File: src/rtl/pc_seq.sv
// Program-flow sequencer: drives PC increment/branch controls, with a call/return stack, WAIT stall and HALT.
// PC controls are combinational from state and cmd; state, sp, waiting, halted and stack_err update on the same edge as the PC.
module pc_seq #(
  parameter int Psize = 6,
  parameter int Depth = 4
) (
  input  logic             clk,
  input  logic             reset,
  input  logic [2:0]       cmd,
  input  logic [Psize-1:0] target,
  input  logic             zflag,
  input  logic             go,
  input  logic [Psize-1:0] PCout,
  output logic             PCincr,
  output logic             PCabsbranch,
  output logic             PCrelbranch,
  output logic [Psize-1:0] Branchaddr,
  output logic             waiting,
  output logic             halted,
  output logic             stack_err
);

  localparam int SpW  = $clog2(Depth + 1);
  localparam int IdxW = (Depth > 1) ? $clog2(Depth) : 1;

  localparam logic [2:0] CMD_NEXT = 3'd0;
  localparam logic [2:0] CMD_JMP  = 3'd1;
  localparam logic [2:0] CMD_BR   = 3'd2;
  localparam logic [2:0] CMD_BEQ  = 3'd3;
  localparam logic [2:0] CMD_CALL = 3'd4;
  localparam logic [2:0] CMD_RET  = 3'd5;
  localparam logic [2:0] CMD_WAIT = 3'd6;

  typedef enum logic [1:0] {ST_RUN, ST_WAIT, ST_HALT} state_t;

  state_t           state_q, state_d;
  logic [SpW-1:0]   sp_q, sp_d;
  logic             err_q, err_d;
  logic             waiting_q, waiting_d;
  logic             halted_q, halted_d;
  logic [Psize-1:0] stack_q [Depth];

  logic             push;
  logic [Psize-1:0] push_dat;
  logic [IdxW-1:0]  push_idx;
  logic [IdxW-1:0]  top_idx;
  logic             full;
  logic             empty;

  assign full     = (sp_q == SpW'(Depth));
  assign empty    = (sp_q == '0);
  assign push_idx = IdxW'(sp_q);
  assign top_idx  = IdxW'(sp_q - SpW'(1));
  assign push_dat = PCout + Psize'(1);

  always_comb begin
    PCincr      = 1'b0;
    PCabsbranch = 1'b0;
    PCrelbranch = 1'b0;
    Branchaddr  = '0;
    state_d     = state_q;
    sp_d        = sp_q;
    err_d       = err_q;
    push        = 1'b0;
    if (!reset) begin
      unique case (state_q)
        ST_RUN: begin
          unique case (cmd)
            CMD_NEXT: PCincr = 1'b1;
            CMD_JMP: begin
              PCabsbranch = 1'b1;
              Branchaddr  = target;
            end
            CMD_BR: begin
              PCrelbranch = 1'b1;
              Branchaddr  = target;
            end
            CMD_BEQ: begin
              if (zflag) begin
                PCrelbranch = 1'b1;
                Branchaddr  = target;
              end else begin
                PCincr = 1'b1;
              end
            end
            CMD_CALL: begin
              if (!full) begin
                push        = 1'b1;
                sp_d        = sp_q + SpW'(1);
                PCabsbranch = 1'b1;
                Branchaddr  = target;
              end else begin
                err_d   = 1'b1;
                state_d = ST_HALT;
              end
            end
            CMD_RET: begin
              if (!empty) begin
                sp_d        = sp_q - SpW'(1);
                PCabsbranch = 1'b1;
                Branchaddr  = stack_q[top_idx];
              end else begin
                err_d   = 1'b1;
                state_d = ST_HALT;
              end
            end
            CMD_WAIT: state_d = ST_WAIT;
            default:  state_d = ST_HALT;
          endcase
        end
        ST_WAIT: begin
          // cmd is ignored here: the PC is parked on the WAIT instruction
          if (go) begin
            PCincr  = 1'b1;
            state_d = ST_RUN;
          end
        end
        default: ;
      endcase
    end
  end

  assign waiting_d = (state_d == ST_WAIT);
  assign halted_d  = (state_d == ST_HALT);

  always_ff @(posedge clk) begin
    if (reset) begin
      state_q   <= ST_RUN;
      sp_q      <= '0;
      err_q     <= 1'b0;
      waiting_q <= 1'b0;
      halted_q  <= 1'b0;
    end else begin
      state_q   <= state_d;
      sp_q      <= sp_d;
      err_q     <= err_d;
      waiting_q <= waiting_d;
      halted_q  <= halted_d;
    end
    // Stack contents survive reset; only the pointer is cleared.
    if (push) stack_q[push_idx] <= push_dat;
  end

  assign waiting   = waiting_q;
  assign halted    = halted_q;
  assign stack_err = err_q;

endmodule

File: config.mk
export PLATFORM = sky130hd
export DESIGN_NAME = pc_seq
export DESIGN_NICKNAME = d
export VERILOG_FILES = /design/src/rtl/pc_seq.sv
export SDC_FILE = /design/constraint.sdc
export NUM_CORES = 1
export LEC_CHECK = 0
export BUFFER_PORTS_ARGS = -buffer_cell sky130_fd_sc_hd__buf_2
export CAP_MARGIN = 20
export CORE_ASPECT_RATIO = 0.75
export CORE_MARGIN = 3
export CORE_UTILIZATION = 30
export DETAILED_ROUTE_END_ITERATION = 12
export GPL_TIMING_DRIVEN = 0
export PLACE_DENSITY_LB_ADDON = 0.1
export SLEW_MARGIN = 10
export SYNTH_ARGS = -nofsm -noshare
export SYNTH_HDL_FRONTEND = slang
export SYNTH_SLANG_ARGS = --single-unit
File: constraint.sdc
create_clock -name clk -period 2.6 [get_ports clk]
set_input_delay 0.26 -clock clk [delete_from_list [all_inputs] [get_ports clk]]
set_output_delay 0.26 -clock clk [all_outputs]
set_load 0.05 [all_outputs]
==> metrics.md, run 1 <==
| Metric | Value |
|---|---|
| Global placement routability congestion | `0.6985` |
| Overflow left after global routing | `0` |
| Synth Flop Type | `edfxtp_1` |
| Post-Syn Area | `1640 µm²` |
| Clock Skew | `8.328 ps` |
| Largest cells by area after synthesis | `edfxtp_1, dfxtp_1, mux4_2` |
| Slew headroom | `0.6985` |
| Clk root buf | `clkbuf_8` |
| Filler cells | `504` |
| Core Box Area | `5092 µm²` |
| CTS Buffer Depth | `2` |
| Clock Pin Slew Worst Setup and Hold Paths | `70 ps` |
| Share of layout cells above drive strength 1 | `0.3077` |
| Die area | `6400 µm²` |
| CP Buf/Inv Count | `3` |
| Most common cell after layout, fill and taps aside | `buf_2` |
| Design area | `1959 µm²` |
| Row cnt | `22` |
| Placement Setup Slack | `214.3 ps` |
| Status | `finished, final reports clean` |
| Worst path slowest cell | `ha_2` |
| HPWL Detailed | `2.750 mm` |
| Tightest Hold Check Type | `input port to flop` |
| Slowest cell delay on critical path | `440 ps` |
| Placement Cell Area | `1882 µm²` |
| Distinct cell type count of the synthesized netlist | `36` |
| Setup tns final | `0 ps` |
| Post-CTS Resized | `0` |
| Mean Syn Cell Area | `12.24 µm²` |
| H-Tree Depth | `2` |
| Total Wirelength | `3.476 mm` |
| Slew Viols, Final | `0` |
| Worst vdd ir | `0.0002520 V` |
| PwrDens | `564.9 nW/µm²` |
| CP Data Required Time | `2340 ps` |
| RSZ-0062 raised after global routing | `no` |
| Final WS setup | `194.7 ps` |
| Antenna Nets Post-Route | `0` |
| Post-synth EDFFs | `24` |
| Number of DRC markers in iteration 0 | `70` |
| Post-Synthesis Cells | `134` |
| Synthesized flop and latch total | `32` |
| Post-synth top area share | `0.4394` |
| Synth warn | `0` |
| Max Fclk | `415.8 MHz` |
| Worst Setup SP | `sp_q[0]$_SDFFE_PP0P_` |
| Period minus WS final | `2405 ps` |
| Number of global-route vias before repair | `1,180` |
| CP max FO | `8` |
| Syn Nets | `159` |
| Worst slew pin tran | `448.8 ps` |
| GRT Resource Usage Total | `0.1134` |
| DR vias | `1,158` |
| IO buf count | `29` |
| WL per Instance | `14.42 µm` |
| Launch point of the worst reg-to-reg path | `sp_q[0]$_SDFFE_PP0P_` |
| Die Width | `91.39 µm` |
| Worst EP arrival | `2150 ps` |
| Clk Latency, worst-skew pair | `270 ps` |
| Largest net degree at the start of global routing | `11` |
| Initial Utilization | `0.3221` |
| 1st-pass router iterations | `4` |
| Initial antenna violation count | `0` |
| Delay-heaviest family, CP | `buffers and inverters` |
| Most frequent cells in the layout | `buf_2, edfxtp_1, o21ai_0` |
| First-pass GRT wire length | `5.720 mm` |
| Total setup buffers inserted after CTS | `0` |
| Final Instance Count excl. Fillers | `241` |
| Sequential share of the synthesized area | `0.5370` |
| Leading area contributor after synthesis | `edfxtp_1` |
| Worst path cell trace | `clkbuf_8, inv_1, ha_2, mux4_2, nand2_1, a21oi_1, buf_2` |
| DP Cell Count | `235` |
| Final nets | `194` |
| MaxCap Viol Count | `0` |
| Hold Buf Count CTS | `0` |
| Hold Startpoint | `PCout[0]` |
| CP Class | `flop to primary output` |
| DRC errors left | `0` |
| Boundary Pins | `31` |
| Inserted Diodes | `0` |
| Final Setup Violations | `0` |
| Total power after layout | `1.107 mW` |
| CTS buffer count | `5` |
| DIE HEIGHT | `70.04 µm` |
| Final Hold Fails | `0` |
| Element type at the critical path start | `flop` |
| Drt via density | `4.805` |
| CTS tree | `built` |
| Crit. End Element | `primary output` |
| Static Leak | `0.7200 nW` |
| Area growth from synthesis to layout | `19.45%` |
| # clock sinks | `32` |
| Fin crit share | `0.9251` |
| Post-synth ARST share | `0` |
worst register-to-register path, delay by kind of cell (launching register included):
kind                       cells  cell delay, ps
DFF                            1             390
and+or+nand+nor                4            1000
adders and majority gates      1             230
buffers and inverters          2             300
layout make-up:
cell class | count | area (µm²) | share of cell area
clock inverter | 2 | 7.507 | 0.003831
buffer | 5 | 43.79 | 0.02235
tap | 72 | 90.09 | 0.04598
multi-input combinational | 91 | 704.4 | 0.3595
timing repair buffer | 29 | 145.1 | 0.07407
sequential | 32 | 880.8 | 0.4496
clock buffer | 5 | 68.82 | 0.03512
inverter | 5 | 18.77 | 0.009579
cell usage after synthesis (2+ instances only):
cell      count
edfxtp_1     24
nor2_1       10
o21ai_0      10
a21oi_1       9
dfxtp_1       8
nand2_1       8
ha_1          6
mux4_2        6
and2_1        5
inv_1         5
nor3_1        5
xnor2_1       4
nand3_1       3
nor2b_1       3
xor2_1        3
and3_1        2
buf_2         2
nand2b_1      2
nand3b_1      2
kinds of logic (layout without fill, tap and decap cells):
kind of cell | count (synthesis) | in the layout | share of synthesized area
xor gates and xnor gates | 7 | 7 | 0.03738
DFF | 32 | 32 | 0.5370
adders and majority gates | 6 | 6 | 0.04577
AOI/OAI and AO/OA | 27 | 27 | 0.1045
muxes | 7 | 7 | 0.08924
buffers and inverters | 11 | 46 | 0.04042
and+or+nand+nor | 44 | 44 | 0.1457
path summary, 6_finish.rpt:
path,slack [ps],cells after the start,to
max,190,7,Branchaddr[1]
min reg2reg,490,2,stack_err$_SDFFE_PP0P_
max reg2reg,340,7,stack_q[2][2]$_DFFE_PP_
min,340,2,stack_q[1][0]$_DFFE_PP_
routing by layer:
layer,vias up,part of all wire,track usage
li1,565,-,-
met1,566,0.51,0.1536
met2,22,0.44,0.1717
met3,5,0.046,0.03660
met4,0,0.0075,0.03512
met5,-,0,0
report_power, final:
part / switching, mW / leakage, nW / total (mW) / internal (mW)
clock network: 0.169 / 0.0391 / 0.346 / 0.176
registers: 0.00876 / 0.281 / 0.571 / 0.563
logic: 0.116 / 0.400 / 0.190 / 0.0739
per-stage QoR:
| step | hold slack (ps) | utilization |
|---|---|---|
| floorplan | 437.5 | - |
| global placement | 452.6 | 0.3695 |
| detailed placement | 471.9 | 0.3695 |
| CTS | 324.5 | 0.3838 |
| global route | 336.8 | 0.3848 |
| finish | 337.1 | 0.3848 |
state kept, by name, summed over array words and instances, names as in the netlist:
register,count
stack_err,1
halted,1
stack_q,24
state_q,2
sp_q,3
waiting,1
Power figures use the tool's default switching activity.
==> inputs of run 2 (changes only) <==
Settings changed: CTS_CLUSTER_DIAMETER set to 80.
Clock period 2.6 ns to 2.25 ns, I/O delays scaled along.
==> metrics.md, run 2 (synthesis gave the netlist of run 1 again) <==
| Metric | Value |
|---|---|
| Most common cell after layout, fill and taps aside | `buf_2 (unchanged)` |
| Area growth from synthesis to layout | `25.63% (was 19.45%)` |
| Top Registers | `stack_q x24, sp_q x3, state_q x2 (unchanged)` |
| Final nets | `196 (was 194)` |
| HPWL Detailed | `2.686 mm (was 2.750 mm)` |
| FF-to-FF path depth | `7 (unchanged)` |
| Number of DRC markers in iteration 0 | `43 (was 70)` |
| Die area | `6400 µm² (unchanged)` |
| CP Data Required Time | `2030 ps (was 2340 ps)` |
| Worst vdd ir | `0.0002466 V (was 0.0002520 V)` |
| Overflow left after global routing | `0 (unchanged)` |
| DRC errors left | `0 (unchanged)` |
| Final WS setup | `116.7 ps (was 194.7 ps)` |
| Final Instance Count excl. Fillers | `244 (was 241)` |
| Row cnt | `22 (unchanged)` |
| Max reg flops | `24 (unchanged)` |
| Static Leak | `0.7490 nW (was 0.7200 nW)` |
| Clk root buf | `clkbuf_8 (unchanged)` |
| CP Class | `flop to primary output (unchanged)` |
| Clock Pin Slew Worst Setup and Hold Paths | `60 ps (was 70 ps)` |
| GRT Resource Usage Total | `0.1137 (was 0.1134)` |
| DP Cell Count | `235 (unchanged)` |
| H-Tree Depth | `2 (unchanged)` |
| Tightest Hold Check Type | `input port to flop (unchanged)` |
| Global placement routability congestion | `0.7490 (was 0.6985)` |
| Worst slew pin tran | `507.9 ps (was 448.8 ps)` |
| Clk Latency, worst-skew pair | `280 ps (was 270 ps)` |
| Worst EP arrival | `1910 ps (was 2150 ps)` |
| CTS buffer count | `5 (unchanged)` |
| RSZ-0062 raised after global routing | `no (unchanged)` |
| Register area | `882.1 µm² (was 880.8 µm²)` |
| Fin crit share | `0.9481` |
| IO buf count | `29 (unchanged)` |
| Clock Skew | `6.587 ps (was 8.328 ps)` |
| Setup slack, reg-to-reg | `220 ps (was 340 ps)` |
| Period minus WS final | `2133 ps` |
| Setup tns final | `0 ps (unchanged)` |
| First-pass GRT wire length | `5.602 mm (was 5.720 mm)` |
| Biggest register | `stack_q (unchanged)` |
| Capture point of the worst path | `Branchaddr[2] (was Branchaddr[1])` |
| Crit. End Element | `primary output (unchanged)` |
| Element type at the critical path start | `flop (unchanged)` |
| Util after Layout | `0.4047 (was 0.3848)` |
| Final Hold Fails | `0 (unchanged)` |
| Inserted Diodes | `0 (unchanged)` |
| Placement Setup Slack | `-122.3 ps (was 214.3 ps)` |
| Initial Utilization | `0.3221 (unchanged)` |
| Total Wirelength | `3.462 mm (was 3.476 mm)` |
| Antenna Nets Post-Route | `0 (unchanged)` |
| Launch point of the worst reg-to-reg path | `sp_q[0]$_SDFFE_PP0P_ (unchanged)` |
| Most frequent cells in the layout | `buf_2, edfxtp_1, nor2_1, o21ai_0, nand2_1 (was buf_2, edfxtp_1, o21ai_0)` |
| 1st-pass router iterations | `4 (unchanged)` |
| MaxCap Viol Count | `0 (unchanged)` |
| CTS tree | `built (unchanged)` |
| Area of the multi-input gates | `740.7 µm² (was 704.4 µm²)` |
| Hold Buf Count CTS | `0 (unchanged)` |
| Largest net degree at the start of global routing | `11 (unchanged)` |
| Core Box Area | `5092 µm² (unchanged)` |
| Worst Setup SP | `state_q[1]$_SDFF_PP0_ (was sp_q[0]$_SDFFE_PP0P_)` |
| CP max FO | `8 (unchanged)` |
| PwrDens | `688.2 nW/µm² (was 564.9 nW/µm²)` |
| CTS Buffer Depth | `2 (unchanged)` |
| Boundary Pins | `31 (unchanged)` |
| Final Setup Violations | `0 (unchanged)` |
| Die Width | `91.39 µm (unchanged)` |
| # clock sinks | `32 (unchanged)` |
| Number of global-route vias before repair | `1,123 (was 1,180)` |
| Slew Viols, Final | `0 (unchanged)` |
| Initial antenna violation count | `0 (unchanged)` |
| Status | `finished, final reports clean (unchanged)` |
| Drt via density | `4.656 (was 4.805)` |
| Share of layout cells above drive strength 1 | `0.3779 (was 0.3077)` |
| DIE HEIGHT | `70.04 µm (unchanged)` |
| DR vias | `1,136 (was 1,158)` |
| WL per Instance | `14.19 µm (was 14.42 µm)` |
| Max Fclk | `468.8 MHz` |
| Filler cells | `501 (was 504)` |
| R2R Path End | `stack_q[3][0]$_DFFE_PP_ (was stack_q[2][2]$_DFFE_PP_)` |
| Slew headroom | `0.6588 (was 0.6985)` |
## run 2: cell count changes in the layout (fill, tap and decap cells not counted), sizes merged
cell and delta:
buf +2, bufinv +1
## run 2: what timing repair did
action	CTS	global route
pin swaps	1	1
endpoints found under the setup margin	31	10
cloned	0	0
gates resized for setup	11	4
buffers inserted	2	0
## run 2: metal layers
| layer | track usage | wire length [µm] | vias to the layer above |
|---|---|---|---|
| met5 | 0 | 0 | - |
| met4 | 0.04013 | 40 | 0 |
| met3 | 0.03875 | 133 | 4 |
| met2 | 0.1628 | 1525 | 18 |
| met1 | 0.1586 | 1762 | 552 |
| li1 | - | - | 562 |
## run 2: stage by stage
| stage | total power, mW | hold WS [ps] | instance area, µm² |
|---|---|---|---|
| 3_3_place_gp | 0.8914 | 448.3 | 1904 |
| 3_5_place_dp | 0.8967 | 483.5 | 1904 |
| 2_1_floorplan | 0.8342 | 402.5 | 1669 |
| 5_1_grt | 1.484 | 323.6 | 2061 |
| 6_report | 1.418 | 311.8 | 2061 |
| 4_1_cts | 1.439 | 301.1 | 2054 |
## run 2: worst min path at each step
stage	from	to	cells past startpoint	slack [ps]
floorplan	PCout[0]	stack_q[0][0]$_DFFE_PP_	1	400
global placement	stack_err$_SDFFE_PP0P_	stack_err$_SDFFE_PP0P_	2	450
detailed placement	stack_err$_SDFFE_PP0P_	stack_err$_SDFFE_PP0P_	2	480
CTS	PCout[0]	stack_q[3][0]$_DFFE_PP_	2	300
global route	PCout[0]	stack_q[1][0]$_DFFE_PP_	2	320
finish	PCout[0]	stack_q[1][0]$_DFFE_PP_	2	310
## run 2: cell type report
type,count,area share
buffer,5,0.02125
clock buffer,5,0.03339
clock inverter,3,0.01821
inverter,5,0.009107
multi-input combinational,91,0.3594
sequential,32,0.4281
tap,72,0.04372
timing repair buffer,31,0.08682
## run 2: critical path, stage by stage, from the launching register on
cell and delay, ps:
dfxtp_1 380, or3_1 470, a211o_1 430, a21oi_2 150
buf_4 210
## run 2: report_power, final
| group | switching [mW] | total (mW) | internal, mW |
|---|---|---|---|
| clock | 0.198 | 0.520 | 0.322 |
| sequential | 0.00938 | 0.660 | 0.651 |
| combinational | 0.140 | 0.239 | 0.0986 |
| total | 0.347 | 1.42 | 1.07 |
